$ cat src/rtl/gxb_reset_seq_pkg.sv
// Shared state encodings, default delays and output decode for the GXB reset sequencer.
// Latency: n/a (declarations only).
// Backpressure: n/a.
package gxb_reset_seq_pkg;

    // 3-bit state encodings
    localparam logic [2:0] ST_PWRDN     = 3'd0;
    localparam logic [2:0] ST_WAIT_PLL  = 3'd1;
    localparam logic [2:0] ST_TX_REL    = 3'd2;
    localparam logic [2:0] ST_WAIT_FREQ = 3'd3;
    localparam logic [2:0] ST_RX_DIG    = 3'd4;
    localparam logic [2:0] ST_READY     = 3'd5;
    localparam logic [2:0] ST_FAULT     = 3'd6;

    // default delay constants (clk cycles)
    localparam int DEF_CNT_W        = 16;
    localparam int DEF_PLL_TIMEOUT  = 20000;
    localparam int DEF_RX_ANA_HOLD  = 50;
    localparam int DEF_FREQ_STABLE  = 1000;
    localparam int DEF_RX_DIG_DELAY = 4000;
    localparam int DEF_MAX_RETRY    = 3;

    typedef enum logic [2:0] {
        S_PWRDN     = ST_PWRDN,
        S_WAIT_PLL  = ST_WAIT_PLL,
        S_TX_REL    = ST_TX_REL,
        S_WAIT_FREQ = ST_WAIT_FREQ,
        S_RX_DIG    = ST_RX_DIG,
        S_READY     = ST_READY,
        S_FAULT     = ST_FAULT
    } state_t;

    typedef struct packed {
        logic tx_rst;
        logic rx_ana_rst;
        logic rx_dig_rst;
        logic link_ready;
        logic fault;
    } out_t;

    localparam out_t OUT_RESET = '{tx_rst: 1'b1, rx_ana_rst: 1'b1, rx_dig_rst: 1'b1,
                                   link_ready: 1'b0, fault: 1'b0};

    // Output levels held while resident in a given state.
    function automatic out_t state_outputs(input state_t s);
        out_t o;
        o = OUT_RESET;
        case (s)
            S_TX_REL: o.tx_rst = 1'b0;
            S_WAIT_FREQ, S_RX_DIG: begin
                o.tx_rst     = 1'b0;
                o.rx_ana_rst = 1'b0;
            end
            S_READY: begin
                o.tx_rst     = 1'b0;
                o.rx_ana_rst = 1'b0;
                o.rx_dig_rst = 1'b0;
                o.link_ready = 1'b1;
            end
            S_FAULT: o.fault = 1'b1;
            default: ;
        endcase
        return o;
    endfunction

endpackage

$ cat src/rtl/gxb_reset_seq_bit_sync.sv
// 2-FF synchronizer for one asynchronous level into the clk domain.
// Latency: 2 clk cycles.
// Backpressure: none.
// Ports: clk, rst (sync active-high, clears both stages to 0), d (async in), q (synced out).
module bit_sync (
    input  logic clk,
    input  logic rst,
    input  logic d,
    output logic q
);

    logic meta;

    always_ff @(posedge clk) begin
        if (rst) begin
            meta <= 1'b0;
            q    <= 1'b0;
        end else begin
            meta <= d;
            q    <= meta;
        end
    end

endmodule

$ cat src/rtl/gxb_reset_seq.sv
// Sequences GXB transceiver resets after powerdown: PLL lock, TX PCS, RX PMA, RX PCS, link_ready.
// Latency: outputs registered, updated on the edge of each state change; lock inputs add 2 cycles.
// Backpressure: none; loss of lock re-enters the sequence, repeated PLL timeouts latch fault.
// Ports: clk, sys_rst (sync active-high), gxb_pwrdn (sync level), pll_locked / rx_freqlocked (async),
//        tx_digitalreset, rx_analogreset, rx_digitalreset, link_ready, fault, retry_cnt[1:0].
module gxb_reset_seq
    import gxb_reset_seq_pkg::*;
#(
    parameter int CNT_W        = DEF_CNT_W,
    parameter int PLL_TIMEOUT  = DEF_PLL_TIMEOUT,
    parameter int RX_ANA_HOLD  = DEF_RX_ANA_HOLD,
    parameter int FREQ_STABLE  = DEF_FREQ_STABLE,
    parameter int RX_DIG_DELAY = DEF_RX_DIG_DELAY,
    parameter int MAX_RETRY    = DEF_MAX_RETRY
) (
    input  logic       clk,
    input  logic       sys_rst,
    input  logic       gxb_pwrdn,
    input  logic       pll_locked,
    input  logic       rx_freqlocked,
    output logic       tx_digitalreset,
    output logic       rx_analogreset,
    output logic       rx_digitalreset,
    output logic       link_ready,
    output logic       fault,
    output logic [1:0] retry_cnt
);

    // Terminal counts; every delay is an equality compare so the counter never wraps.
    localparam logic [CNT_W-1:0] PLL_LAST  = CNT_W'(PLL_TIMEOUT - 1);
    localparam logic [CNT_W-1:0] ANA_LAST  = CNT_W'(RX_ANA_HOLD - 1);
    localparam logic [CNT_W-1:0] FREQ_LAST = CNT_W'(FREQ_STABLE - 1);
    localparam logic [CNT_W-1:0] DIG_LAST  = CNT_W'(RX_DIG_DELAY - 1);
    localparam logic [CNT_W-1:0] CNT_ONE   = CNT_W'(1);
    localparam logic [1:0]       RETRY_MAX = 2'(MAX_RETRY);

    logic             pll_locked_s;
    logic             rx_freqlocked_s;
    state_t           state;
    state_t           state_nxt;
    logic [CNT_W-1:0] cnt;
    logic [CNT_W-1:0] cnt_nxt;
    logic [1:0]       retry_nxt;
    out_t             outs;

    bit_sync u_pll_sync (
        .clk (clk),
        .rst (sys_rst),
        .d   (pll_locked),
        .q   (pll_locked_s)
    );

    bit_sync u_freq_sync (
        .clk (clk),
        .rst (sys_rst),
        .d   (rx_freqlocked),
        .q   (rx_freqlocked_s)
    );

    // Next state / counter. Ordering of the if-chains encodes event priority:
    // powerdown, then PLL loss, then freq loss, then counter expiry.
    always_comb begin
        state_nxt = state;
        cnt_nxt   = cnt;
        retry_nxt = retry_cnt;
        if (gxb_pwrdn) begin
            state_nxt = S_PWRDN;
            cnt_nxt   = '0;
            retry_nxt = '0;
        end else begin
            case (state)
                S_PWRDN: begin
                    state_nxt = S_WAIT_PLL;
                    cnt_nxt   = '0;
                end
                S_WAIT_PLL: begin
                    if (pll_locked_s) begin
                        state_nxt = S_TX_REL;
                        cnt_nxt   = '0;
                    end else if (cnt == PLL_LAST) begin
                        cnt_nxt = '0;
                        if (retry_cnt >= RETRY_MAX) state_nxt = S_FAULT;
                        else                        retry_nxt = retry_cnt + 2'd1;
                    end else begin
                        cnt_nxt = cnt + CNT_ONE;
                    end
                end
                S_TX_REL: begin
                    if (!pll_locked_s) begin
                        state_nxt = S_WAIT_PLL;
                        cnt_nxt   = '0;
                    end else if (cnt == ANA_LAST) begin
                        state_nxt = S_WAIT_FREQ;
                        cnt_nxt   = '0;
                    end else begin
                        cnt_nxt = cnt + CNT_ONE;
                    end
                end
                S_WAIT_FREQ: begin
                    // cnt measures an unbroken run of freq lock
                    if (!pll_locked_s) begin
                        state_nxt = S_WAIT_PLL;
                        cnt_nxt   = '0;
                    end else if (!rx_freqlocked_s) begin
                        cnt_nxt = '0;
                    end else if (cnt == FREQ_LAST) begin
                        state_nxt = S_RX_DIG;
                        cnt_nxt   = '0;
                    end else begin
                        cnt_nxt = cnt + CNT_ONE;
                    end
                end
                S_RX_DIG: begin
                    if (!pll_locked_s) begin
                        state_nxt = S_WAIT_PLL;
                        cnt_nxt   = '0;
                    end else if (!rx_freqlocked_s) begin
                        state_nxt = S_WAIT_FREQ;
                        cnt_nxt   = '0;
                    end else if (cnt == DIG_LAST) begin
                        state_nxt = S_READY;
                        cnt_nxt   = '0;
                    end else begin
                        cnt_nxt = cnt + CNT_ONE;
                    end
                end
                S_READY: begin
                    if (!pll_locked_s) begin
                        state_nxt = S_WAIT_PLL;
                        cnt_nxt   = '0;
                    end else if (!rx_freqlocked_s) begin
                        state_nxt = S_WAIT_FREQ;
                        cnt_nxt   = '0;
                    end
                end
                S_FAULT: cnt_nxt = '0;
                default: begin
                    state_nxt = S_PWRDN;
                    cnt_nxt   = '0;
                end
            endcase
        end
    end

    // Outputs are decoded from the next state and registered with it, so they
    // move on the same edge as the transition.
    always_ff @(posedge clk) begin
        if (sys_rst) begin
            state     <= S_PWRDN;
            cnt       <= '0;
            retry_cnt <= '0;
            outs      <= OUT_RESET;
        end else begin
            state     <= state_nxt;
            cnt       <= cnt_nxt;
            retry_cnt <= retry_nxt;
            outs      <= state_outputs(state_nxt);
        end
    end

    assign tx_digitalreset = outs.tx_rst;
    assign rx_analogreset  = outs.rx_ana_rst;
    assign rx_digitalreset = outs.rx_dig_rst;
    assign link_ready      = outs.link_ready;
    assign fault           = outs.fault;

endmodule
$ cat config.mk
export PLATFORM = sky130hd
export DESIGN_NAME = gxb_reset_seq
export DESIGN_NICKNAME = d
export VERILOG_FILES = /design/src/rtl/gxb_reset_seq_pkg.sv /design/src/rtl/gxb_reset_seq_bit_sync.sv /design/src/rtl/gxb_reset_seq.sv
export SDC_FILE = /design/constraint.sdc
export NUM_CORES = 1
export LEC_CHECK = 0
export CORE_UTILIZATION = 35
export DETAILED_ROUTE_END_ITERATION = 6
export SLEW_MARGIN = 25
export SYNTH_ARGS = -nofsm -noshare
export SYNTH_HDL_FRONTEND = slang
export SYNTH_SLANG_ARGS = --single-unit
$ cat constraint.sdc
create_clock -name clk -period 2 [get_ports clk]
set_input_delay 0.2 -clock clk [delete_from_list [all_inputs] [get_ports clk]]
set_output_delay 0.2 -clock clk [all_outputs]
set_load 0.01 [all_outputs]
# --- Word-level counts from Yosys, hierarchy flattened ---
# Index checks and enable logic that the tools add are counted.
totals:
  output_inout_bits: 7
  elab_cells: 70
  regBits: 30
classes:
  reduce_logical: 5
  n_addsub: 2
  muxes: 32
  magnitude_cmp: 1
  bitwise_logic: 2
  n_eq_ne: 16
ops:
  columns: ["cell", "n"]
  rows:
  - ["16-bit two-way mux", 12]
  - ["16-bit case mux with 5 select lines", 1]
  - ["3-bit two-way mux", 14]
  - ["3-bit case mux with 7 select lines", 1]
  - ["3-bit == test, second input constant", 6]
  - ["16-bit by 1-bit adder with 16-bit output, second input constant", 1]
  - ["16-bit by 10-bit == test with 1-bit output, second input constant", 1]
  - ["16-bit by 12-bit == test with 1-bit output, second input constant", 1]
  - ["16-bit by 15-bit == test with 1-bit output, second input constant", 1]
  - ["16-bit by 6-bit == test with 1-bit output, second input constant", 1]
  - ["3-bit by 2-bit == test with 1-bit output, second input constant", 4]
  - ["4-bit AND reduction", 1]
  - ["4-bit OR reduction", 1]
  - ["3-bit by 1-bit == test with 1-bit output, second input constant", 1]
  - ["3-bit logical NOT", 1]
  - ["1-bit two-way mux", 3]
  - ["3-bit != test, second input constant", 1]
  - ["3-bit OR reduction", 1]
  - ["2-bit by 1-bit adder with 2-bit output, second input constant", 1]
  - ["2-bit >= comparator, second input constant", 1]
  - ["2-bit two-way mux", 1]
  - ["1-bit inverter", 2]
  - ["2-bit OR reduction", 1]

# --- Longest topological paths before layout ---
# Gate-level depths: netlist (run 1).
logic_depth:
  ltp_word: 9
  mapped_depth: 9
  depth_no_buf: 8

# --- Modules after synthesis ---
# From an unflattened synthesis (run 1), not the netlist that was laid out.
hier_totals:
  cells_unflattened: 167
  hier_area_um2: 1498.9
by_module_without_submodules:
  columns: ["mod", "cells_per_inst", "instances", "seq_area_each_um2", "area_each_um2"]
  rows:
  - ["gxb_reset_seq", 159, 1, 520.5, 1393.8]
  - ["bit_sync", 4, 2, 40.0, 52.6]

# --- Worst setup path before layout (run 1) ---
# Ideal clock, no wire load.
synth_timing:
  kind: "register to register"
  startpoint: "register cnt[0]"
  endpoint: "register cnt[0]"
  slack_ns: 0.173
  n_path_buf: 1
  period_less_slack_ns: 1.827
  arrival_ns: 1.710
  stages_incl_launch_ff: 9
  setup_time_ns: 0.117
  path_cell_list: "dfxtp_1 > ha_1 > and3_1 > nand2_1 > nor4_2 > o2111ai_1 > nand2_1 > buf_2 > nor2_1"
synth_between:
  elab_chain_len: 5
synth_rtl:
  columns: ["element", "line", "rtl"]
  rows:
  - ["start, declared", "gxb_reset_seq.sv:41", "logic [CNT_W-1:0] cnt;"]
  - ["start signal, assigned", "gxb_reset_seq.sv:155", "cnt <= cnt_nxt;"]
  - ["16-bit by 1-bit adder with 16-bit output (tied with other cells)", null, null]
  - ["16-bit two-way mux (on tied branches)", "gxb_reset_seq.sv:120, gxb_reset_seq.sv:106", null]
  - ["16-bit two-way mux (on tied branches)", "gxb_reset_seq.sv:117, gxb_reset_seq.sv:104", null]
  - ["16-bit two-way mux (on tied branches)", "gxb_reset_seq.sv:114, gxb_reset_seq.sv:101", null]
  - ["16-bit case mux with 5 select lines (*)", "gxb_reset_seq.sv:71", "case (state)"]
# Mark *: on every way between the ends. The rest lies on a longest branch, timed or not.
# A chain may end at the register's enable or synchronous reset.

# --- Worst setup path after layout (run 1) ---
layout_timing:
  startpoint: "register cnt[0]"
  endpoint: "register outs (netlist bit rx_analogreset)"
layout_between:
  elab_chain_len: 9
layout_rtl:
  columns: ["element", "line", "rtl"]
  rows:
  - ["16-bit by 12-bit == test with 1-bit output / 16-bit by 10-bit == test with 1-bit output (equally long branches)", "gxb_reset_seq.sv:120, gxb_reset_seq.sv:106", null]
  - ["3-bit two-way mux (on tied branches)", "gxb_reset_seq.sv:120, gxb_reset_seq.sv:106", null]
  - ["3-bit two-way mux (on tied branches)", "gxb_reset_seq.sv:117, gxb_reset_seq.sv:104", null]
  - ["3-bit two-way mux (on tied branches)", "gxb_reset_seq.sv:114, gxb_reset_seq.sv:101", null]
  - ["3-bit case mux with 7 select lines (*)", "gxb_reset_seq.sv:71", null]
  - ["3-bit two-way mux (*)", "gxb_reset_seq.sv:66", "if (gxb_pwrdn) begin"]
  - ["3-bit == test / 3-bit by 2-bit == test with 1-bit output (equally long branches)", "gxb_reset_seq_pkg.sv:48", "case (s)"]
  - ["3-bit OR reduction (no source line) (*)", null, null]
  - ["1-bit two-way mux (*)", "gxb_reset_seq_pkg.sv:48", null]
  - ["end signal, assigned", "gxb_reset_seq.sv:157", "outs <= state_outputs(state_nxt);"]
  - ["end, declared", "gxb_reset_seq.sv:44", "out_t outs;"]
# Marks and branches as above.

==> results of run 1 <==
## where the power goes
group | leakage, nW | internal (W) | total [W] | switching, W
registers | 0.243 | 0.000604 | 0.000608 | 0.00000456
logic | 0.372 | 0.0000223 | 0.0000421 | 0.0000198
clock network | 0.0431 | 0.000264 | 0.000475 | 0.000211
total | 0.658 | 0.000890 | 0.00113 | 0.000235
## worst max-delay path, delay by kind of cell (launching register included)
family                     cells  cell delay [ps]
AOI/OAI and AO/OA              3              670
adders and majority gates      1              210
and+or+nand+nor                3              540
DFF                            1              350
## placed cells by master, fill, tap and decap left out, types with 2 or more instances in the layout
master / netlist / layout
nand2_1: 14 / 14
nand3_1: 5 / 5
nor2_1: 34 / 34
xnor2_1: 7 / 7
and4b_1: 2 / 2
o21ai_1: 2 / 2
o21ai_0: 4 / 4
ha_1: 3 / 2
buf_4: 0 / 9
inv_1: 6 / 6
and4_1: 2 / 2
clkbuf_8: 0 / 6
and3_1: 3 / 3
and2_1: 3 / 3
nor2b_1: 7 / 7
nor4_4: 1 / 2
dfxtp_1: 30 / 29
or3_1: 2 / 2
clkdlybuf4s50_1: 0 / 11
nand4_1: 4 / 4
nand2b_1: 2 / 2
nor3_1: 5 / 5
xor2_1: 9 / 9
## cells by family (layout without fill, tap and decap cells)
kind of cell	Yosys count	count (layout)	share of synthesized area
AO/OA/AOI/OAI	20	20	0.0999
adder cells (fa/ha/maj)	3	3	0.0248
XOR/XNOR	16	16	0.0925
AND/OR/NAND/NOR	97	97	0.356
flip-flops	30	30	0.396
buffers and inverters	9	33	0.0239
multiplexers	1	1	0.00661
## layout make-up
type                       instances  area [um2]  area share
clock buffer                       6        82.6      0.0445
sequential                        30         602       0.324
tap                               50        62.6      0.0337
inverter                           6        22.5      0.0121
multi-input combinational        137         890       0.479
timing repair buffer              21         198       0.106
## routing by layer
layer	GRT usage	part of all wire
met5	0	0
met3	0.0524	0.038
met2	0.254	0.46
met1	0.195	0.47
met4	0.0781	0.024
## Yosys cell counts, drive strengths merged, types with 3 or more instances
library cell   n
nor2          34
dfxtp         30
nand2         14
xor2           9
nor2b          7
xnor2          7
inv            6
o21ai          6
nand3          5
nand4          5
nor3           5
and2           3
and3           3
ha             3
nor4           3
## sequential cells by signal, summed over array words and instances, names as in the netlist
| name | count |
|---|---|
| state | 3 |
| retry_cnt | 2 |
| u_pll_sync.q | 1 |
| u_freq_sync.q | 1 |
| rx_analogreset | 1 |
| u_freq_sync.meta | 1 |
| tx_digitalreset | 1 |
| fault | 1 |
| u_pll_sync.meta | 1 |
| cnt | 16 |
| rx_digitalreset | 1 |
| link_ready | 1 |
## metrics by stage
stage               cell area, um2  std cells  hold slack (ps)  TNS [ps]   util
floorplan                     1520        176              272         0      -
global placement              1750        242              420         0  0.427
detailed placement            1750        242              433         0  0.427
CTS                           1830        248              446         0  0.448
global route                  1860        250              468     -10.9  0.454
finish                        1860        250              439         0  0.454
## worst paths after layout
| path | end | slack (ps) |
|---|---|---|
| setup reg to reg | rx_analogreset | 130 |
| hold reg to reg | u_freq_sync.q | 440 |
| hold / removal | u_freq_sync.q | 440 |
| setup / recovery | rx_analogreset | 130 |
## what timing repair did
action / 4_1_cts / 5_1_grt
setup endpoints to repair: 0 / 22
buffers inserted: 0 / 2
resized for setup: 0 / 3
==> metrics.csv, run 1 <==
metric;value;unit
run status;finished, final reports clean;
std cell rows;23;
Slew @ Worst Pin;321;ps
GRT Total Usage;0.161;
CTS Sinks;30;
cell count after synthesis;176;
startpoint type of the worst setup path;flip-flop;
DRT Pass-1 Iters;4;
Post-Syn Nets;184;
initial core utilization;0.371;
cell taking the most area after synthesis;dfxtp_1;
Max VDD drop;0.304;mV
Die Ht;67.8;um
Die Wd;67.8;um
fin nets;209;
fin worst setup slack;127;ps
Cell Area, Synth;0.00152;mm2
global-route wire length before repair;5.46;mm
# port buffers;11;
depth of the CTS H-tree;2;
Ports;12;
Tmin final;1870;ps
post-synthesis register bit count;30;
n_diodes;0;
CORE AREA;0.00409;mm2
Antenna Nets Post-Route;0;
Post-CTS Hold Fix Bufs;0;
LEAKAGE;0.658;nW
CTS tree;built;
Filler cells;406;
largest net degree at the start of global routing;17;
Final Hold Viols;0;
final setup fails;0;
DR WL/cell;12.7;um
GP Congestion;0.962;
total CTS buffers;5;
CP arrival;2040;ps
synth unique cells;50;
critical path endpoint category;flip-flop;
Worst-path clk slew;60;ps
Slew headroom;0.784;
clock skew;4.96;ps
Clock Path Buffers;2;
min-delay src;u_freq_sync.meta;
max_cap viols;0;
worst r2r src;cnt[0];
drt drc;0;
asr flop ratio synth;0;
Worst Setup Slack post-DPL;80.1;ps
Vias;1301;
Critical Path Start;cnt[0];
WL final;3.17;mm
register area share after synthesis;0.396;
hpwl dp;2.34;mm
ranking of synthesized cells by area;dfxtp_1 40%, nor2_1 8.4%, xor2_1 5.2%, xnor2_1 4.0%, nand2_1 3.5%;
f_max;534;MHz
layout cell share with drive strength beyond 1;0.125;
DR vias/cell;5.20;
clk root buf;clkbuf_8;
Largest stage delay, worst path;350;ps
DRT iter0 DRCs;77;
worst hold stages;1;
Avg Inst Size Synth;8.61;um2
critical path peak fanout;5;
Area growth syn-to-layout;22.5;%
Final Cycle Share;0.936;
crit path kind;flip-flop to flip-flop;
overall power;0.00113;W
CP Cell Sequence;ha_2 -> and3_1 -> nand4_2 -> a221o_1 -> a41oi_2 -> and2_1 -> o21ai_1;
WP data required;2170;ps
vias in the first global route;1232;
Skew-Pair Late Insertion Delay;280;ps
Slowest cell on crit path;dfxtp_1;
Die Area;0.00460;mm2
Reg2Reg Depth;7;
pwr dens;606;mW/mm2
initial antenna violation count;0;
share of the synthesized area in the top cell type;0.396;
min-delay worst type;flip-flop to flip-flop;
number of synthesis warnings;0;
GRT overflow;0;
Max Slew Vio Count;0;
most used flip-flop cell after synthesis;dfxtp_1;
Post-synth EDFFs;0;
Power figures use the tool's default switching activity.
==> run 2, diff against run 1 <==
==> constraint.sdc (replaced) <==
create_clock -name clk -period 2 [get_ports clk]
set_input_delay 0.2 -clock clk [delete_from_list [all_inputs] [get_ports clk]]
set_output_delay 0.2 -clock clk [all_outputs]
set_load 0.02 [all_outputs]
==> results of run 2 <==
Same layout as run 1 (identical final DEF). Status: finished, final reports clean.
==> run 3, diff against run 2 <==
--- a/config.mk
+++ b/config.mk
@@ -7,7 +7,7 @@
 export LEC_CHECK = 0
 export CORE_UTILIZATION = 35
 export DETAILED_ROUTE_END_ITERATION = 6
-export SLEW_MARGIN = 25
+export SLEW_MARGIN = 0
 export SYNTH_ARGS = -nofsm -noshare
 export SYNTH_HDL_FRONTEND = slang
 export SYNTH_SLANG_ARGS = --single-unit
==> results of run 3 <==
Same layout as run 1 (identical final DEF). Status: finished, final reports clean.
